[config.mk]
export PLATFORM = sky130hd
export DESIGN_NAME = decode_stage_pipe
export DESIGN_NICKNAME = d
export VERILOG_FILES = /design/src/rtl/decode_pkg.sv /design/src/rtl/decode_regfile.sv /design/src/rtl/decode_stage_pipe.sv
export SDC_FILE = /design/constraint.sdc
export NUM_CORES = 1
export LEC_CHECK = 0
export ABC_AREA = 1
export CAP_MARGIN = 20
export CORE_ASPECT_RATIO = 2
export CORE_MARGIN = 2
export CORE_UTILIZATION = 30
export CTS_CLUSTER_SIZE = 8
export DETAILED_ROUTE_END_ITERATION = 8
export PLACE_DENSITY = 0.51
export SETUP_SLACK_MARGIN = 0.3
export SYNTH_ARGS = -nofsm -noshare
export SYNTH_HDL_FRONTEND = slang
export SYNTH_SLANG_ARGS = --single-unit
[constraint.sdc]
create_clock -name clk -period 5.15 [get_ports clk]
set_clock_uncertainty 0.2 [all_clocks]
set_input_delay 1.2875 -clock clk [delete_from_list [all_inputs] [get_ports clk]]
set_output_delay 1.2875 -clock clk [all_outputs]
set_load 0.005 [all_outputs]
[src/rtl/decode_pkg.sv]
// Shared opcode encodings, control-word layout and widths for the decode stage.
package decode_pkg;

    localparam int unsigned OPCODE_W = 5;
    localparam int unsigned CTRL_W   = 8;

    typedef logic [OPCODE_W-1:0] opcode_t;
    typedef logic [CTRL_W-1:0]   ctrl_word_t;

    localparam opcode_t OP_NOP   = 5'd0;
    localparam opcode_t OP_ADD   = 5'd1;
    localparam opcode_t OP_SUB   = 5'd2;
    localparam opcode_t OP_AND   = 5'd3;
    localparam opcode_t OP_OR    = 5'd4;
    localparam opcode_t OP_LOAD  = 5'd5;
    localparam opcode_t OP_STORE = 5'd6;
    localparam opcode_t OP_BEQ   = 5'd7;
    localparam opcode_t OP_JMP   = 5'd8;
    localparam opcode_t OP_ADDI  = 5'd9;

    // Control word bit positions; ALU op occupies two bits starting at CTRL_ALUOP
    localparam int unsigned CTRL_REGWR  = 0;
    localparam int unsigned CTRL_MEMRD  = 1;
    localparam int unsigned CTRL_MEMWR  = 2;
    localparam int unsigned CTRL_BRANCH = 3;
    localparam int unsigned CTRL_JUMP   = 4;
    localparam int unsigned CTRL_ALUSRC = 5;
    localparam int unsigned CTRL_ALUOP  = 6;

    localparam logic [1:0] ALU_ADD = 2'd0;
    localparam logic [1:0] ALU_SUB = 2'd1;
    localparam logic [1:0] ALU_AND = 2'd2;
    localparam logic [1:0] ALU_OR  = 2'd3;

endpackage

[src/rtl/decode_regfile.sv]
// Register file: two combinational read ports, one synchronous write port.
// Same-cycle write-to-read forwarding is enabled by DECODE_WB_BYPASS_EN.
module decode_regfile #(
    parameter int unsigned DATA_W = 16,
    parameter int unsigned NREGS  = 8,
    parameter int unsigned REG_AW = $clog2(NREGS)
) (
    input  logic              clk,
    input  logic              rst,
    input  logic              we,
    input  logic [REG_AW-1:0] waddr,
    input  logic [DATA_W-1:0] wdata,
    input  logic [REG_AW-1:0] raddr_a,
    output logic [DATA_W-1:0] rdata_a_c,
    input  logic [REG_AW-1:0] raddr_b,
    output logic [DATA_W-1:0] rdata_b_c
);

    logic [DATA_W-1:0] mem [NREGS];

    always_ff @(posedge clk) begin
        if (rst) begin
            for (int i = 0; i < int'(NREGS); i++) begin
                mem[i] <= '0;
            end
        end else if (we) begin
            mem[waddr] <= wdata;
        end
    end

    always_comb begin
        rdata_a_c = mem[raddr_a];
        rdata_b_c = mem[raddr_b];
`ifdef DECODE_WB_BYPASS_EN
        if (we && (waddr == raddr_a)) rdata_a_c = wdata;
        if (we && (waddr == raddr_b)) rdata_b_c = wdata;
`endif
    end

endmodule

[src/rtl/decode_stage_pipe.sv]
// Decode stage with ID/EX register, load-use stall, flush and write-back port.
// Optional DECODE_WB_BYPASS_EN forwards write-back into operand reads and held operands.
module decode_stage_pipe
    import decode_pkg::*;
#(
    parameter int unsigned DATA_W = 16,
    parameter int unsigned NREGS  = 8,
    parameter int unsigned REG_AW = $clog2(NREGS),
    parameter int unsigned CTRL_W = 8
) (
    input  logic              clk,
    input  logic              rst,
    input  logic              in_valid,
    output logic              in_ready,
    input  logic [4:0]        opcode,
    input  logic [REG_AW-1:0] rs,
    input  logic [REG_AW-1:0] rd,
    input  logic              wb_en,
    input  logic [REG_AW-1:0] wb_addr,
    input  logic [DATA_W-1:0] wb_data,
    input  logic              flush,
    output logic              out_valid,
    input  logic              out_ready,
    output logic [CTRL_W-1:0] out_ctrl,
    output logic [REG_AW-1:0] out_rs,
    output logic [REG_AW-1:0] out_rd,
    output logic [DATA_W-1:0] out_rs_data,
    output logic [DATA_W-1:0] out_rd_data
);

    logic [CTRL_W-1:0] ctrl_c;
    logic [DATA_W-1:0] rs_data_c;
    logic [DATA_W-1:0] rd_data_c;
    logic              hz_c;
    logic              accept_c;

    decode_regfile #(
        .DATA_W (DATA_W),
        .NREGS  (NREGS),
        .REG_AW (REG_AW)
    ) u_regfile (
        .clk       (clk),
        .rst       (rst),
        .we        (wb_en),
        .waddr     (wb_addr),
        .wdata     (wb_data),
        .raddr_a   (rs),
        .rdata_a_c (rs_data_c),
        .raddr_b   (rd),
        .rdata_b_c (rd_data_c)
    );

    // Opcode to control word; unknown opcodes decode as NOP
    always_comb begin
        ctrl_c = '0;
        case (opcode)
            OP_ADD:   begin ctrl_c[CTRL_REGWR] = 1'b1; ctrl_c[CTRL_ALUOP +: 2] = ALU_ADD; end
            OP_SUB:   begin ctrl_c[CTRL_REGWR] = 1'b1; ctrl_c[CTRL_ALUOP +: 2] = ALU_SUB; end
            OP_AND:   begin ctrl_c[CTRL_REGWR] = 1'b1; ctrl_c[CTRL_ALUOP +: 2] = ALU_AND; end
            OP_OR:    begin ctrl_c[CTRL_REGWR] = 1'b1; ctrl_c[CTRL_ALUOP +: 2] = ALU_OR;  end
            OP_LOAD:  begin
                ctrl_c[CTRL_REGWR]  = 1'b1;
                ctrl_c[CTRL_MEMRD]  = 1'b1;
                ctrl_c[CTRL_ALUSRC] = 1'b1;
            end
            OP_STORE: begin ctrl_c[CTRL_MEMWR] = 1'b1; ctrl_c[CTRL_ALUSRC] = 1'b1; end
            OP_BEQ:   begin ctrl_c[CTRL_BRANCH] = 1'b1; ctrl_c[CTRL_ALUOP +: 2] = ALU_SUB; end
            OP_JMP:   ctrl_c[CTRL_JUMP] = 1'b1;
            OP_ADDI:  begin ctrl_c[CTRL_REGWR] = 1'b1; ctrl_c[CTRL_ALUSRC] = 1'b1; end
            default:  ctrl_c = '0;
        endcase
    end

    assign hz_c     = out_valid && out_ctrl[CTRL_MEMRD] && ((out_rd == rs) || (out_rd == rd));
    assign in_ready = !flush && !hz_c && (!out_valid || out_ready);
    assign accept_c = in_valid && in_ready;

    // ID/EX register: flush beats accept, accept beats drain, drain beats hold
    always_ff @(posedge clk) begin
        if (rst) begin
            out_valid   <= 1'b0;
            out_ctrl    <= '0;
            out_rs      <= '0;
            out_rd      <= '0;
            out_rs_data <= '0;
            out_rd_data <= '0;
        end else if (flush) begin
            out_valid <= 1'b0;
        end else if (accept_c) begin
            out_valid   <= 1'b1;
            out_ctrl    <= ctrl_c;
            out_rs      <= rs;
            out_rd      <= rd;
            out_rs_data <= rs_data_c;
            out_rd_data <= rd_data_c;
        end else if (out_valid && out_ready) begin
            out_valid <= 1'b0;
        end else if (out_valid) begin
`ifdef DECODE_WB_BYPASS_EN
            if (wb_en && (wb_addr == out_rs)) out_rs_data <= wb_data;
            if (wb_en && (wb_addr == out_rd)) out_rd_data <= wb_data;
`endif
        end
    end

endmodule

After elaboration in Yosys (flattened, before gate mapping)

Memory sizes are Yosys's and may differ from the RTL's. A register that Yosys moved wholly into a read port is not among the register bits.
Index checks and enable logic that the tools add are counted.

Logic and storage cells: 52
Flip-flop bits (word level): 15
Bits in read-only memories: 0
Memories kept: 1
Bits of input ports: 36
Latch bits: 0
Output and inout bits: 48
Bits in writable memories: 128

Muxes and demuxes: 17
Reductions and logical operators: 18
$lt $le $gt $ge: 0
Multipliers: 0
Add/sub/neg operators: 0
Equality and inequality tests: 11
Divide/modulo/power cells: 0
Bitwise logic cells: 1
Shift-type cells: 0

Memory list:

| memory        | depth | bits a word | read ports | clocked after Yosys merged registers in | wr ports | line                 | RTL |
|---|---|---|---|---|---|---|---|
| u_regfile.mem | 8     | 16          | 2          | 2                                       | 8        | decode_regfile.sv:19 | `logic [DATA_W-1:0] mem [NREGS];` |

Operator list:

| operator             | number |
|---|---|
| $eq A5 B3 Y1 const B | 4 |
| $mux W16             | 1 |
| $reduce_or A16 Y1    | 1 |
| $mux W1              | 14 |
| $eq A5 B2 Y1 const B | 2 |
| $eq A5 B4 Y1 const B | 2 |
| $eq A3 B3 Y1         | 2 |
| $logic_and A1 B1 Y1  | 6 |
| $pmux W2 S3          | 1 |
| $reduce_or A6 Y1     | 1 |
| $eq A5 B1 Y1 const B | 1 |
| $reduce_or A2 Y1     | 2 |
| $logic_not A1 Y1     | 3 |
| $mux W3              | 1 |
| $reduce_or A3 Y1     | 1 |
| $logic_or A1 B1 Y1   | 2 |
| $reduce_and A2 Y1    | 1 |
| $reduce_bool A2 Y1   | 1 |
| $not A1 Y1           | 1 |

Logic depth before layout (Yosys ltp)

Word-level depth: 8
Mapped depth: 12
Gate-level depth less buffers: 10

By module

From an unflattened synthesis, not the netlist that was laid out.

Cells, all modules: 1,388
Area, all modules: 9,723.1 um^2

By module, submodules not included:

| module            | sequential area each (um^2) | cells an instance | area an instance (um^2) | instances |
|---|---|---|---|---|
| decode_regfile    | 3,843.7                     | 1,032             | 7,532.2                 | 1 |
| decode_stage_pipe | 940.9                       | 356               | 2,190.9                 | 1 |

Worst setup path before layout

Ideal clock, no wire load.

Path kind: input-to-output
Start point: input rs[2]
End point: output in_ready
Stages: 7
Data arrival time: 1.932 ns
Data required time: 3.663 ns
Buffers on the path: 1
Slack: 1.731 ns
Cell sequence: buf_2 > inv_2 > nand2_1 > nand2_1 > nand3_1 > nand2_1 > a21boi_0

Word-level cells in the longest chain between the ends: 6

Ends and longest elaborated chain:

| element                          | line                    | RTL |
|---|---|---|
| from (decl)                      | decode_stage_pipe.sv:16 | `input logic [REG_AW-1:0] rs,` |
| $eq A3 B3 Y1                     | decode_stage_pipe.sv:74 | `assign hz_c = out_valid && out_ctrl[CTRL_MEMRD] && ((out_rd == rs) \|\| (out_rd == rd));` |
| $logic_or A1 B1 Y1               | decode_stage_pipe.sv:74 |  |
| $logic_and A1 B1 Y1              | decode_stage_pipe.sv:74 |  |
| $logic_not A1 Y1                 | decode_stage_pipe.sv:75 | `assign in_ready = !flush && !hz_c && (!out_valid \|\| out_ready);` |
| $logic_and A1 B1 Y1 (2 in a row) | decode_stage_pipe.sv:75 |  |
| to (decl)                        | decode_stage_pipe.sv:14 | `output logic in_ready,` |

Every way passes these cells.

Worst setup path after layout

Start point: input out_ready
End point: output in_ready

Word-level cells in the longest chain between the ends: 2

Ends and longest elaborated chain:

| element             | line                    | RTL |
|---|---|---|
| from (decl)         | decode_stage_pipe.sv:23 | `input logic out_ready,` |
| $logic_or A1 B1 Y1  | decode_stage_pipe.sv:75 |  |
| $logic_and A1 B1 Y1 | decode_stage_pipe.sv:75 |  |

Every way passes these cells.

==> results by group <==
Global route
  – Remaining Overflow, GRT: 0
  – First-pass GRT wire length: 43600 um
  – Total GRT Usage: 18.4%
  – Antenna violations before repair: 0
  – Vias in the first global route: 7571
  – Largest net degree at the start of global routing: 90

Die
  – Std-Cell Rows: 89
  – Initial core utilization: 30.5%
  – Die W: 127 um
  – Die height: 249 um
  – IO Count: 84
  – Core ar.: 29500 um^2
  – Die ar.: 31500 um^2

Routing
  – DRT Wirelength: 28600 um
  – Vias: 7730
  – Vias/cell: 4.86
  – First drt pass iteration count: 5
  – First DRT Iteration DRCs: 498
  – Post-DR wirelength/cell: 18.0 um
  – DRC: 0
  – ANT nets after route: 0

Place
  – Worst slack, placed: 713 ps
  – Routability congestion estimate: 0.823
  – I/O Buffers: 83
  – Hpwl dp: 18100 um

Setup path
  – RR Startpoint: out_rd[2]$_SDFFE_PP0P_
  – R2R depth: 9
  – Critical path depth: 5
  – Most Frequent Cell on Critical Path: clkdlybuf4s50_1
  – Crit-path max FO: 6
  – Req. time, crit path: 3660 ps
  – R2r endpoint: out_rs[1]$_SDFFE_PP0P_
  – Critical path data arrival time: 2970 ps
  – Critical-path top delay cell: clkdlybuf4s50_1
  – CP delay by family, top: buffers and inverters
  – Crit end category: output port
  – WS Path Type: primary input to output port
  – Flop-to-flop setup slack: 2720 ps
  – CP max stage delay: 520 ps
  – CP cell instances: clkdlybuf4s50_1 > inv_1 > a21oi_1 > a21boi_0 > clkdlybuf4s50_1
  – Bufs and invs on worst path: 3
  – Crit start category: primary input

Timing
  – RSZ-0062 raised after global routing: false
  – Hold Vio Cnt, Final: 0
  – Tmin final: 4460 ps
  – WHS: 311 ps
  – Max Fclk: 224 MHz
  – Final setup fails: 0
  – Final setup margin: 691 ps
  – Worst slew pin tran: 1090 ps
  – Max Slew Vio Count: 0
  – Fin crit share: 86.6%
  – Slew headroom: 27.2%
  – Final TNS setup: 0 ps

Cells and area
  – Final nets: 1250
  – Most frequent cells in the layout: 267 x nor2_1, 255 x nand2_1, 144 x o21ai_0
  – Leading cell type in the layout, fill and taps excluded: nor2_1
  – Layout Area Growth over Synthesis: 19.5%
  – Final core occ: 36.5%
  – Fillcell total: 3021
  – Layout cell share with drive strength beyond 1: 5.30%
  – Ant. Diodes: 0

Logic synthesis
  – Yosys cell types: 23
  – Mapped Nets: 1195
  – Synthesized cell area: 9010 um^2
  – Ys Warns: 0
  – Syn avg cell area: 7.77 um^2
  – Post-Syn Instances: 1159
  – #FFs+latches synth: 175
  – Sequential-to-total area share from yosys stat: 53.1%

Pwr
  – VDD IR max: 0.000228 V
  – Lkg Pwr: 4.52 nW
  – Pwr dens: 316 nW/um^2

CTS
  – Clk sinks: 175
  – Clock Path Buffers: 2
  – Worst-path clk slew: 70 ps
  – Clk Latency, worst-skew pair: 450 ps
  – Cts repair resizes: 0
  – Number of buffers created by CTS: 17
  – CTS HTree Levels: 4
  – Total setup buffers inserted after CTS: 0
  – CTS tree: built
  – Clock Tree Root: clkbuf_16
  – Hold-fix buffers, CTS: 0

Min path
  – HP Class: flip-flop to flip-flop
  – Hold endpoint: out_rs_data[5]$_SDFFE_PP0P_
  – HP Start: out_rs_data[5]$_SDFFE_PP0P_
  – Worst hold path depth: 4

Job
  – Max Cap Viol: 0

Status
  – Status: finished, final reports clean
## through the flow
step           area, um^2  power (mW)  std cells
2_1_floorplan        9010        1.93       1159
3_3_place_gp        10200        2.13       1558
3_5_place_dp        10200        2.14       1559
4_1_cts             10800        3.44       1591
5_1_grt             10800        3.54       1591
6_report            10800        3.41       1591
## registers in the layout, indices dropped and copies added, names as in the netlist
register	cells
out_rs_data	16
out_rs	3
out_ctrl	8
out_rd	3
u_regfile.mem	128
out_rd_data	16
out_valid	1
## worst min-delay path: cells and delay by family (launching register included)
kind,cells,cell delay [ps]
flops,1,310
buf+inv,1,40
simple gates,3,120
## synth_stat cells
cell / n / area (um^2)
buf_6: 2 / 22.5
clkbuf_1: 43 / 161
buf_4: 1 / 7.51
o21ai_1: 12 / 60.1
nand3_1: 8 / 40.0
xnor2_1: 1 / 8.76
nand3_2: 1 / 10.0
inv_1: 144 / 541
nand2_2: 1 / 6.26
o211ai_1: 52 / 390
a211oi_1: 10 / 75.1
o22ai_1: 6 / 37.5
inv_2: 5 / 18.8
o21ai_0: 144 / 721
nor2_1: 267 / 1000
buf_1: 5 / 18.8
a21boi_0: 1 / 7.51
dfxtp_1: 47 / 941
nand2_1: 255 / 957
a21oi_1: 1 / 5.00
nand4_1: 5 / 31.3
buf_2: 20 / 100
edfxtp_1: 128 / 3840
## metal layers
layer,global-route usage [%],wire length (um),vias up
li1,-,-,3843
met1,19.7,10700,3609
met2,34.4,15500,223
met3,2.41,1260,55
met4,9.64,1160,0
met5,0,0,-
## how the worst max path moves through the flow
stage / endpoint / slack (ps) / from
after floorplan: in_ready / 1730 / rs[2]
after global placement: in_ready / 730 / out_ready
after detailed placement: in_ready / 710 / out_ready
after CTS: in_ready / 700 / out_ready
after global routing: in_ready / 610 / out_ready
final: in_ready / 690 / out_ready
## where the power goes
group	total, mW	switching (mW)	leakage [nW]	internal [mW]
clock network	1.30	0.584	0.275	0.720
registers	1.64	0.0380	1.61	1.60
logic	0.464	0.295	2.64	0.169
## logic make-up after synthesis
kind of cell | synth area share (%)
buf+inv | 9.66
compound gates | 14.4
simple gates | 22.7
flops | 53.1
xor+xnor | 0.0973
## area by class of cell
class                   count  area (um^2)  share of cell area [%]
flip-flops and latches    175         4780                    44.4
multi-input cells         764         3360                    31.2
repair buffers            107         1020                    9.48
inverters                 149          559                    5.20
well taps                 364          455                    4.23
clock buffers              17          425                    3.95
clock inverters            15          160                    1.49
No activity file was read; power rests on OpenSTA's default activity.
